===== config.mk =====
export PLATFORM = sky130hd
export DESIGN_NAME = sha3_absorb_ctrl
export DESIGN_NICKNAME = d
export VERILOG_FILES = /design/src/rtl/sha3_absorb_ctrl.sv
export SDC_FILE = /design/constraint.sdc
export NUM_CORES = 1
export LEC_CHECK = 0
export ABC_AREA = 1
export CORE_ASPECT_RATIO = 1.4
export CORE_UTILIZATION = 51
export DETAILED_ROUTE_END_ITERATION = 8
export PLACE_DENSITY = 0.95
export SLEW_MARGIN = 15
export SYNTH_ARGS = -nofsm -noshare
export SYNTH_HDL_FRONTEND = slang
export SYNTH_SLANG_ARGS = --single-unit

===== constraint.sdc =====
create_clock -name clk -period 4.5 [get_ports clk]
set_input_delay 0.45 -clock clk [delete_from_list [all_inputs] [get_ports clk]]
set_output_delay 0.45 -clock clk [all_outputs]
set_load 0.01 [all_outputs]

===== src/rtl/sha3_absorb_ctrl.sv =====
// sha3_absorb_ctrl
//
// Absorb sequencer for the SHA-3 accelerator. It takes 64-bit message words
// from the word buffer (valid/ready) and writes them lane by lane into the
// Keccak state-XOR port. It applies SHA-3 padding (0x06 domain byte, 0x80
// final bit), starts the permutation after every full rate block, and pulses
// msg_done once the permutation of the last padded block has finished.
//
// Ports
//   clk         clock
//   RST         synchronous active-high reset
//   in_data     message word, little-endian bytes (byte k = bits 8k+7:8k)
//   in_valid    in_data valid
//   in_last     word is the last of the message
//   in_nbytes   valid bytes in the last word (0..8, values above 8 act as 8)
//   in_ready    controller accepts a word this cycle
//   lane_data   value to XOR into state lane lane_idx
//   lane_idx    lane index 0..RATE_WORDS-1
//   lane_we     lane write strobe
//   perm_start  one-cycle pulse: start the permutation
//   perm_done   one-cycle pulse from the core: permutation finished
//   busy        a message is in progress
//   msg_done    one-cycle pulse: final permutation finished
module sha3_absorb_ctrl #(
  parameter int RATE_WORDS = 17,
  parameter int W          = 64
) (
  input  logic         clk,
  input  logic         RST,
  input  logic [W-1:0] in_data,
  input  logic         in_valid,
  input  logic         in_last,
  input  logic [3:0]   in_nbytes,
  output logic         in_ready,
  output logic [W-1:0] lane_data,
  output logic [4:0]   lane_idx,
  output logic         lane_we,
  output logic         perm_start,
  input  logic         perm_done,
  output logic         busy,
  output logic         msg_done
);

  localparam logic [4:0] R_LAST = 5'(RATE_WORDS - 1);
  localparam logic [4:0] R_FULL = 5'(RATE_WORDS);

  typedef enum logic [2:0] {
    S_IDLE,
    S_ABSORB,
    S_PAD,
    S_PERM,
    S_WAIT,
    S_DONE
  } state_t;

  state_t       state_q, state_d;
  logic [4:0]   cnt_q, cnt_d;
  logic         final_q, final_d;
  // A last word of 8 bytes in the final lane leaves no room for padding:
  // a whole extra block of padding follows that block's permutation.
  logic         extra_q, extra_d;
  // The 0x06 domain byte is still owed to the first padding lane.
  logic         pad06_q, pad06_d;
  logic         lane_we_q, lane_we_d;
  logic [4:0]   lane_idx_q, lane_idx_d;
  logic [W-1:0] lane_data_q, lane_data_d;

  logic         ready_int;
  logic         accept;
  logic [3:0]   n_eff;

  // Mask bytes n..7 of the last word and insert the padding bytes that fit.
  function automatic logic [W-1:0] pad_last(input logic [W-1:0] d,
                                            input logic [3:0]   n,
                                            input logic         last_lane);
    logic [W-1:0] r;
    r = '0;
    for (int k = 0; k < 8; k++) begin
      if (k < int'(n)) r[8*k +: 8] = d[8*k +: 8];
    end
    if (n < 4'd8) begin
      r[{n[2:0], 3'b000} +: 8] = r[{n[2:0], 3'b000} +: 8] | 8'h06;
      if (last_lane) r[W-1 -: 8] = r[W-1 -: 8] | 8'h80;
    end
    return r;
  endfunction

  // Content of a lane written purely by padding.
  function automatic logic [W-1:0] pad_lane(input logic first06,
                                            input logic last_lane);
    logic [W-1:0] r;
    r = '0;
    if (first06)   r[7:0]      = 8'h06;
    if (last_lane) r[W-1 -: 8] = 8'h80;
    return r;
  endfunction

  assign ready_int = ((state_q == S_IDLE) || (state_q == S_ABSORB)) && (cnt_q < R_FULL);
  assign accept    = in_valid && ready_int;
  assign n_eff     = (in_nbytes > 4'd8) ? 4'd8 : in_nbytes;

  always_comb begin
    state_d     = state_q;
    cnt_d       = cnt_q;
    final_d     = final_q;
    extra_d     = extra_q;
    pad06_d     = pad06_q;
    lane_we_d   = 1'b0;
    lane_idx_d  = lane_idx_q;
    lane_data_d = lane_data_q;

    case (state_q)
      S_IDLE, S_ABSORB: begin
        if (accept) begin
          lane_we_d  = 1'b1;
          lane_idx_d = cnt_q;
          cnt_d      = cnt_q + 5'd1;
          if (in_last) begin
            lane_data_d = pad_last(in_data, n_eff, cnt_q == R_LAST);
            final_d     = 1'b1;
            pad06_d     = (n_eff == 4'd8);
            extra_d     = (n_eff == 4'd8) && (cnt_q == R_LAST);
            // In the final lane the block is already full: let the counter
            // reach RATE_WORDS and fall into PERM like any full block.
            state_d     = (cnt_q == R_LAST) ? S_ABSORB : S_PAD;
          end else begin
            lane_data_d = in_data;
            state_d     = S_ABSORB;
          end
        end else if ((state_q == S_ABSORB) && (cnt_q == R_FULL)) begin
          // The write of the final lane is on the port this cycle.
          state_d = S_PERM;
        end
      end
      S_PAD: begin
        if (cnt_q == R_FULL) begin
          state_d = S_PERM;
        end else begin
          lane_we_d   = 1'b1;
          lane_idx_d  = cnt_q;
          lane_data_d = pad_lane(pad06_q, cnt_q == R_LAST);
          pad06_d     = 1'b0;
          cnt_d       = cnt_q + 5'd1;
        end
      end
      S_PERM: begin
        state_d = S_WAIT;
      end
      S_WAIT: begin
        if (perm_done) begin
          cnt_d = '0;
          if (extra_q) begin
            extra_d = 1'b0;
            state_d = S_PAD;
          end else if (final_q) begin
            state_d = S_DONE;
          end else begin
            state_d = S_ABSORB;
          end
        end
      end
      S_DONE: begin
        final_d = 1'b0;
        pad06_d = 1'b0;
        state_d = S_IDLE;
      end
      default: begin
        state_d = S_IDLE;
      end
    endcase
  end

  always_ff @(posedge clk) begin
    if (RST) begin
      state_q     <= S_IDLE;
      cnt_q       <= '0;
      final_q     <= 1'b0;
      extra_q     <= 1'b0;
      pad06_q     <= 1'b0;
      lane_we_q   <= 1'b0;
      lane_idx_q  <= '0;
      lane_data_q <= '0;
    end else begin
      state_q     <= state_d;
      cnt_q       <= cnt_d;
      final_q     <= final_d;
      extra_q     <= extra_d;
      pad06_q     <= pad06_d;
      lane_we_q   <= lane_we_d;
      lane_idx_q  <= lane_idx_d;
      lane_data_q <= lane_data_d;
    end
  end

  // State-decoded outputs are held low for as long as reset is asserted.
  assign in_ready   = !RST && ready_int;
  assign perm_start = !RST && (state_q == S_PERM);
  assign msg_done   = !RST && (state_q == S_DONE);
  assign busy       = !RST && ((state_q == S_ABSORB) || (state_q == S_PAD) ||
                               (state_q == S_PERM)   || (state_q == S_WAIT));
  assign lane_we    = lane_we_q;
  assign lane_idx   = lane_idx_q;
  assign lane_data  = lane_data_q;

endmodule


==> impl_metrics.ini, run 1 <==
[status]
status = completed

[setup_path]
worst-path-max-fanout = 12
r2r_start = state_q[0]$_SDFFE_PP0P_
arrival_ns = 3.29
cp.required_ns = 4.77
timing.rr.end = lane_data[47]$_SDFFE_PP0P_
critPathKind = input port to register
crit_path_end_kind = register
reg2reg_slack_ns = 1.61
rr_worst_depth = 10
cp-start-kind = input port

[floorplanning]
die_area_sq_um = 9580
initial_core_util_pct = 52.2
ios = 147
core-area_sq_um = 8980
die_y_um = 115
die_w_um = 83.0
rows = 41

[yosys]
synth_warnings = 0
synth_area_per_cell_sq_um = 6.33
syn_inst = 740
synth_nets = 819
synth_seq_cells = 81
netlist_area_sq_um = 4690
synth_seq_area_share_pct = 34.6
synth_cell_types = 31

[sta]
totalNegativeSetupSlack_ns = 0
max_slew_margin_pct = 50.7
tightest_slew_ns = 0.739
drv_slew = 0
fin_hold_ws_ns = 0.464
setup_viol = 0
min_period_ns = 3.02
rsz0062_at_grt = false
final_hold_viol_count = 0
max_freq_mhz = 332
clock_skew_ns = 0.00655
setup_slack_ns = 1.48
final.period_utilization_pct = 67.0

[cells_and_area]
layout-area-overhead-vs-synth_pct = 37.7
multi_input_area_sq_um = 2700
design_area_sq_um = 6450
ff_latch_area_sq_um = 1620
drive_gt1_share_pct = 5.07
final_cell_mix = nand2_1, clkdlybuf4s50_1, dfxtp_1, a21oi_1, nor2_1
final.fill_count = 714
fin_cells = 975
nets = 942
antenna_cells = 0
mostFrequentLayoutCell = nand2_1

[hold_path]
min_to = lane_data[15]$_SDFFE_PP0P_
hp-start = lane_data[15]$_SDFFE_PP0P_
hp-class = register to register
hold_depth = 2

[grt]
grt_pass1_wl_um = 24800
grt_pass1_vias = 5090
grt_max_degree = 48
grt-ovfl-total = 0
grt_use_total_pct = 32.0
antenna_found_initial = 0

[power]
p_sw_share_pct = 39.8
p_switching_uw = 1260
ir_drop_mv = 0.500
internal-power_uw = 1900
p_per_area_nw_per_um2 = 490
leakage_uw = 0.00260
p_seq_share_pct = 30.5
p_comb_share_pct = 45.0
clock_power_share_pct = 24.5

[placed_design]
dp_hpwl_um = 10700
gp_congestion = 0.998
pre_cts_ws_ns = 1.25
place_inst = 959
portBuffers = 146
place_area_sq_um = 6140

[clock_network]
clock_latency_ns = 0.35
numCtsBuffers = 9
cts.sinks = 81
cts_buffer_depth = 2
cts_setup_buffers = 0
cts_tree = built
clk_root_buffer_cell = clkbuf_16
cts.clk_slew.worst_paths_ns = 0.06
cts_resized = 0
hold_buffers = 0
htreeDepth = 3

[route]
wl_per_cell_um = 15.6
ant_nets = 0
drtIter0Drc = 513
firstDrtPassIters = 5
drc = 0
viasPerCell = 5.73
vias = 5589
wl_um = 15300

[run]
cap_viol_max_count = 0
==> stage by stage <==
step	total power, uW	utilization (%)
detailed placement	2370	68.4
CTS	3150	71.9
global route	3360	71.9
floorplan	1870	-
global placement	2340	68.4
finish	3160	71.9
==> layer usage <==
metal	GRT usage (%)	vias up	wire, um
li1	-	2713	-
met2	54.6	274	7600
met1	37.8	2546	5930
met5	0	-	0
met3	6.34	56	1050
met4	17.9	0	672
==> power groups by stage <==
stage | clock [uW] | sequential [uW] | combinational (uW)
6_report | 775 | 964 | 1420
5_1_grt | 808 | 983 | 1570
4_1_cts | 773 | 962 | 1420
3_5_place_dp | 0 | 974 | 1390
3_3_place_gp | 0 | 968 | 1370
2_1_floorplan | 0 | 1020 | 848
==> worst max-delay path, cell delays in order <==
cell and delay (ns):
clkdlybuf4s50_1 0.63, inv_1 0.15, nor2_1 0.13, buf_4 0.21, inv_1 0.07, ha_1 0.24
ha_1 0.42, inv_1 0.11, nor2_1 0.38, nand2_1 0.15, nand2_1 0.10, nand2_1 0.07
a21oi_1 0.17
==> worst max-delay path by stage <==
stage | start | end | slack [ns] | depth (start not counted)
final | in_nbytes[1] | lane_data[25]$_SDFFE_PP0P_ | 1.48 | 13
after global routing | in_nbytes[1] | lane_data[25]$_SDFFE_PP0P_ | 1.30 | 13
after CTS | in_nbytes[1] | lane_data[25]$_SDFFE_PP0P_ | 1.54 | 13
after detailed placement | in_nbytes[1] | lane_data[26]$_SDFFE_PP0P_ | 1.25 | 13
after global placement | in_nbytes[1] | lane_data[25]$_SDFFE_PP0P_ | 1.33 | 13
after floorplan | in_nbytes[1] | lane_data[31]$_SDFFE_PP0P_ | 2.30 | 11
==> cells in the mapped netlist, drive strengths merged <==
cell | instances | area, sq um
o21ai | 46 | 230
or2 | 1 | 6.26
o2111ai | 8 | 70.1
nor2 | 74 | 288
buf | 24 | 136
o211ai | 15 | 113
o31ai | 1 | 7.51
a41oi | 1 | 8.76
clkbuf | 19 | 71.3
o21a | 1 | 7.51
nor3 | 5 | 25.0
xnor2 | 1 | 8.76
a21oi | 79 | 395
dfxtp | 81 | 1620
a31oi | 19 | 119
nand2 | 247 | 947
nand4 | 11 | 68.8
inv | 42 | 158
ha | 6 | 75.1
nand3 | 57 | 313
xor2 | 2 | 17.5
==> registers in the layout, summed over array words and instances (netlist names) <==
register	cells
lane_idx	5
cnt_q	5
extra_q	1
state_q	3
pad06_q	1
lane_data	64
lane_we	1
final_q	1
==> kinds of logic (layout without fill, tap and decap cells) <==
| family | after synthesis | in the layout | share of synthesized area (%) |
|---|---|---|---|
| DFF | 81 | 81 | 34.6 |
| buffers and inverters | 85 | 213 | 7.79 |
| adders and majority gates | 6 | 6 | 1.60 |
| AOI/OAI and AO/OA | 170 | 170 | 20.3 |
| xor gates and xnor gates | 3 | 3 | 0.561 |
| and+or+nand+nor | 395 | 395 | 35.2 |
==> area by class of cell <==
cell class | count | share of cell area [%]
Timing Repair Buffer | 155 | 23.6
Multi-Input combinational cell | 574 | 41.9
Sequential cell | 81 | 25.1
Tap cell | 107 | 2.07
Clock inverter | 5 | 0.969
Clock buffer | 11 | 3.92
Inverter | 42 | 2.44
(Power assumes the default switching activity.)
==> run 2: changes to the inputs <==
CORE_UTILIZATION = 43   (was 51)
PLACE_DENSITY = 0.87   (was 0.95)
clock period = 2.6 ns   (was 4.5 ns; I/O delays follow)
==> impl_metrics.ini, run 2 (synthesized netlist as in run 1, its figures left out) <==
[status]
status = completed

[setup_path]
arrival_ns = 2.57
critPathKind = input port to register
rr_worst_depth = 9
r2r_start = state_q[0]$_SDFFE_PP0P_
reg2reg_slack_ns = 0.45
cp.required_ns = 2.81
crit_path_end_kind = register
worst-path-max-fanout = 7
timing.rr.end = lane_data[11]$_SDFFE_PP0P_
cp-start-kind = input port

[sta]
rsz0062_at_grt = false
final.period_utilization_pct = 90.9
min_period_ns = 2.36
drv_slew = 0
clock_skew_ns = 0.00437
final_hold_viol_count = 0
max_freq_mhz = 423
setup_viol = 0
totalNegativeSetupSlack_ns = 0
max_slew_margin_pct = 48.5
tightest_slew_ns = 0.765

[clock_network]
hold_buffers = 0
cts_resized = 0
cts_buffer_depth = 2
cts.clk_slew.worst_paths_ns = 0.06
htreeDepth = 3
numCtsBuffers = 9
clock_latency_ns = 0.34
cts_tree = built
cts.sinks = 81
clk_root_buffer_cell = clkbuf_16
cts_setup_buffers = 0

[hold_path]
hp-start = lane_data[9]$_SDFFE_PP0P_
min_to = lane_data[9]$_SDFFE_PP0P_
hold_depth = 2
hp-class = register to register

[grt]
grt_max_degree = 69
grt_pass1_wl_um = 25600
grt-ovfl-total = 0
grt_use_total_pct = 28.0
antenna_found_initial = 0
grt_pass1_vias = 5253

[floorplanning]
die_area_sq_um = 11300
die_w_um = 90.2
rows = 44
die_y_um = 126
ios = 147
core-area_sq_um = 10500
initial_core_util_pct = 44.8

[cells_and_area]
ff_latch_area_sq_um = 1620
final_cell_mix = nand2_1, clkdlybuf4s50_1, dfxtp_1, a21oi_1, nor2_1
largest_reg_flops = 64
antenna_cells = 0
layout-area-overhead-vs-synth_pct = 41.8
final.fill_count = 958
multi_input_area_sq_um = 2700
mostFrequentLayoutCell = nand2_1
nets = 963
drive_gt1_share_pct = 7.09

[route]
viasPerCell = 5.41
wl_per_cell_um = 15.3
wl_um = 15700
ant_nets = 0
vias = 5561
drc = 0
drtIter0Drc = 476
firstDrtPassIters = 5

[power]
p_per_area_nw_per_um2 = 825
total_power_uw = 5490
ir_drop_mv = 0.542
leakage_uw = 0.00270

[run]
cap_viol_max_count = 0

[placed_design]
gp_congestion = 1.01
dp_hpwl_um = 11300
portBuffers = 146
## run 2: how the worst max path moves through the flow
stage,start,endpoint,slack (ns),cells past startpoint
after global routing,in_nbytes[0],lane_data[19]$_SDFFE_PP0P_,0.11,10
after global placement,in_nbytes[0],lane_data[35]$_SDFFE_PP0P_,0.0002,10
final,in_nbytes[0],lane_data[35]$_SDFFE_PP0P_,0.24,10
after CTS,in_nbytes[0],lane_data[35]$_SDFFE_PP0P_,0.35,10
after detailed placement,in_nbytes[0],lane_data[35]$_SDFFE_PP0P_,0.006,10
after floorplan,in_nbytes[1],lane_data[31]$_SDFFE_PP0P_,0.59,11
## run 2: cell type report
class / instances / share of cell area (%)
well taps: 138 / 2.60
multi-input cells: 574 / 40.7
inverters: 42 / 2.37
flip-flops and latches: 81 / 24.4
clock inverters: 4 / 0.791
clock buffers: 12 / 3.71
repair buffers: 176 / 25.5
## run 2: power by group
| group | leakage, uW | switching, uW | internal (uW) |
|---|---|---|---|
| Combinational | 0.00190 | 1470 | 1060 |
| Sequential | 0.000664 | 153 | 1510 |
| Clock | 0.000135 | 521 | 771 |
## run 2: metrics by stage
step / instances / util [%] / hold slack (ns) / instance area, sq um / setup slack [ns]
2_1_floorplan: 740 / - / 0.425 / 4690 / 0.586
3_3_place_gp: 1011 / 60.7 / 0.449 / 6350 / 0.000224
3_5_place_dp: 1011 / 60.7 / 0.454 / 6350 / 0.00596
4_1_cts: 1027 / 63.6 / 0.466 / 6650 / 0.352
5_1_grt: 1027 / 63.6 / 0.478 / 6650 / 0.107
6_report: 1027 / 63.6 / 0.463 / 6650 / 0.236
## run 2: worst max-delay path, stage by stage
cell	delay (ns)
clkdlybuf4s50_1	0.52
buf_4	0.21
o21ai_0	0.62
nand2_1	0.27
nand3_2	0.26
inv_2	0.11
nand3_1	0.13
nand2_1	0.06
nand2_1	0.06
a21oi_1	0.06
## run 2: routing by layer
layer / track usage, % / wire, um
met5: 0 / 0
met1: 31.5 / 6120
met3: 5.54 / 1050
met2: 48.7 / 7840
met4: 16.4 / 724
==> RTL change (flow settings as in run 2) <==
Change the parameter `W` from 64 to 32.
--- a/src/rtl/sha3_absorb_ctrl.sv
+++ b/src/rtl/sha3_absorb_ctrl.sv
@@ -24,5 +24,5 @@
 module sha3_absorb_ctrl #(
   parameter int RATE_WORDS = 17,
-  parameter int W          = 64
+  parameter int W          = 32
 ) (
   input  logic         clk,
Interface: changed (resized in_data and lane_data); port bits go from 147 to 83. The function was not compared with the original's and may differ.
==> RTL change against run 2 <==
Sequential cell count shrank 32; design area shrank 45%; clock power fell by 55%; total power is 34% lower; worst setup slack gained 140 ps; maximum frequency up 6.2%; routed wire length down 52%; area after synthesis down 43%; critical endpoint is now lane_data[10]$_SDFFE_PP0P_; largest power group unchanged; highest routed layer unchanged.
==> RTL change: results (changes against run 2) <==
Commonest cells post-synth nand2_1, dfxtp_1, o21ai_0 (was nand2_1, dfxtp_1, a21oi_1); clock skew 7.31 ps (was 4.37 ps); Non-CTS buffers 91 (was 176); share of post-route cells with drive strength above 1 6.02% (was 7.09%); multi-input gate share of total cell area 40.0% (was 40.7%); crit path max fanout 8 (was 7); Seq/Total Area, Yosys 36.6% (was 34.6%); area post-placement 3550 µm² (was 6350 µm²); post-DR wirelength/cell 14.1 µm (was 15.3 µm); Warnings, synthesis 0 (unchanged); drt pass-1 iters 4 (was 5); switching power 1460 µW (was 2150 µW); Comb power 1840 µW (was 2530 µW); max reg flops 32 (was 64); Clk Latency, worst-skew pair 310 ps (was 340 ps); drt via density 5.54 (was 5.41); Post-Layout Cell Count 535 (was 1027); Multi-In Gates 284 (was 574); leading post-synthesis cells by cell area dfxtp_1, nand2_1, o21ai_0 (was dfxtp_1, nand2_1, a21oi_1); number of distinct library cells after synthesis 28 (was 31); register area 981 µm² (was 1620 µm²); Hold Startpoint final_q$_SDFFE_PP0P_ (was lane_data[9]$_SDFFE_PP0P_); H-Tree Depth 2 (was 3); WHS Endpoint final_q$_SDFFE_PP0P_ (was lane_data[9]$_SDFFE_PP0P_); fraction of cell area in non-clock buffers 24.2% (was 25.5%); final-layout clock-cell area share 3.28% (was 4.50%); crit path DAT 2420 ps (was 2570 ps); DPL Wire Length 5.57 mm (was 11.3 mm); nets@finish 510 (was 963); Root Buffer clkbuf_8 (was clkbuf_16); Inverters 33 (was 42); Flop pwr share 33.1% (was 30.4%); largest net degree at the start of global routing 40 (was 69); total CTS buffers 5 (was 9); DP Worst Slack 75.7 ps (was 5.96 ps); Slew HR 48.9% (was 48.5%); leakage 0.00152 µW (was 0.00270 µW); worst reg2reg path startpoint state_q[2]$_SDFFE_PP0P_ (was state_q[0]$_SDFFE_PP0P_); Final Hold Slack 463 ps (about the same); clk slew on worst S/H paths 100 ps (was 60 ps); syn_nets 433 (was 819); gpl congestion 0.896 (was 1.01); Worst R2R Path Depth 8 (was 9); Total GRT Usage 25.0% (was 28.0%); first-pass GRT wire length 12.5 mm (was 25.6 mm); syn avg cell area 6.92 µm² (was 6.33 µm²); peak supply drop 581 µV (was 542 µV); seq pwr 1200 µW (was 1670 µW); outcome finished, final reports clean (unchanged); placed cells 527 (was 1011); Filler cells 564 (was 958); # clock sinks 49 (was 81); final worst slack 375 ps (was 236 ps); slowest CP cell clkdlybuf4s50_1 (was o21ai_0); fraction of area in registers 26.7% (was 24.4%); First DRT Iteration DRCs 214 (was 476); delay-heaviest family, CP simple AND/OR/NAND/NOR gates (was buffers and inverters); layout clock buffer count 6 (was 12)
-- RTL change: changes by cell type after synthesis, sizes merged, moves of 8 or more --
| cell | delta |
|---|---|
| a21oi | -36 |
| nor2 | -42 |
| inv | -10 |
| nand2 | -172 |
| dfxtp | -32 |
| buf | -14 |
| clkbuf | -8 |
| nand3 | -22 |
| a31oi | -19 |
-- RTL change: how the worst max path moves through the flow --
| stage | end | cells past startpoint | from |
|---|---|---|---|
| after floorplan | lane_data[9]$_SDFFE_PP0P_ | 11 | in_nbytes[3] |
| after global placement | lane_data[10]$_SDFFE_PP0P_ | 12 | in_nbytes[3] |
| after detailed placement | lane_data[11]$_SDFFE_PP0P_ | 10 | in_nbytes[3] |
| after CTS | lane_data[11]$_SDFFE_PP0P_ | 10 | in_nbytes[3] |
| after global routing | lane_data[10]$_SDFFE_PP0P_ | 12 | in_nbytes[3] |
| final | lane_data[10]$_SDFFE_PP0P_ | 12 | in_nbytes[3] |
-- RTL change: logic make-up (layout without fill, tap and decap cells) --
| family | count (synthesis) | count (layout) | share of synthesized area, % |
|---|---|---|---|
| AOI/OAI and AO/OA | 122 | 122 | 25.9 |
| xor gates and xnor gates | 3 | 3 | 0.981 |
| adders and majority gates | 5 | 5 | 2.34 |
| buffers and inverters | 54 | 132 | 8.60 |
| DFF | 49 | 49 | 36.6 |
| and+or+nand+nor | 154 | 154 | 25.5 |
-- RTL change: worst register-to-register path: cells and delay by family, from the launching register on --
family          cells  cell delay, ps
buf+inv             3             570
flops               1             530
simple gates        2             530
compound gates      3             390
-- RTL change: metal layers --
layer / share of wire [%] / global-route usage (%)
met2: 51 / 44.1
met3: 6.5 / 6.58
met4: 3.7 / 13.4
met1: 38 / 26.2
met5: 0 / 0
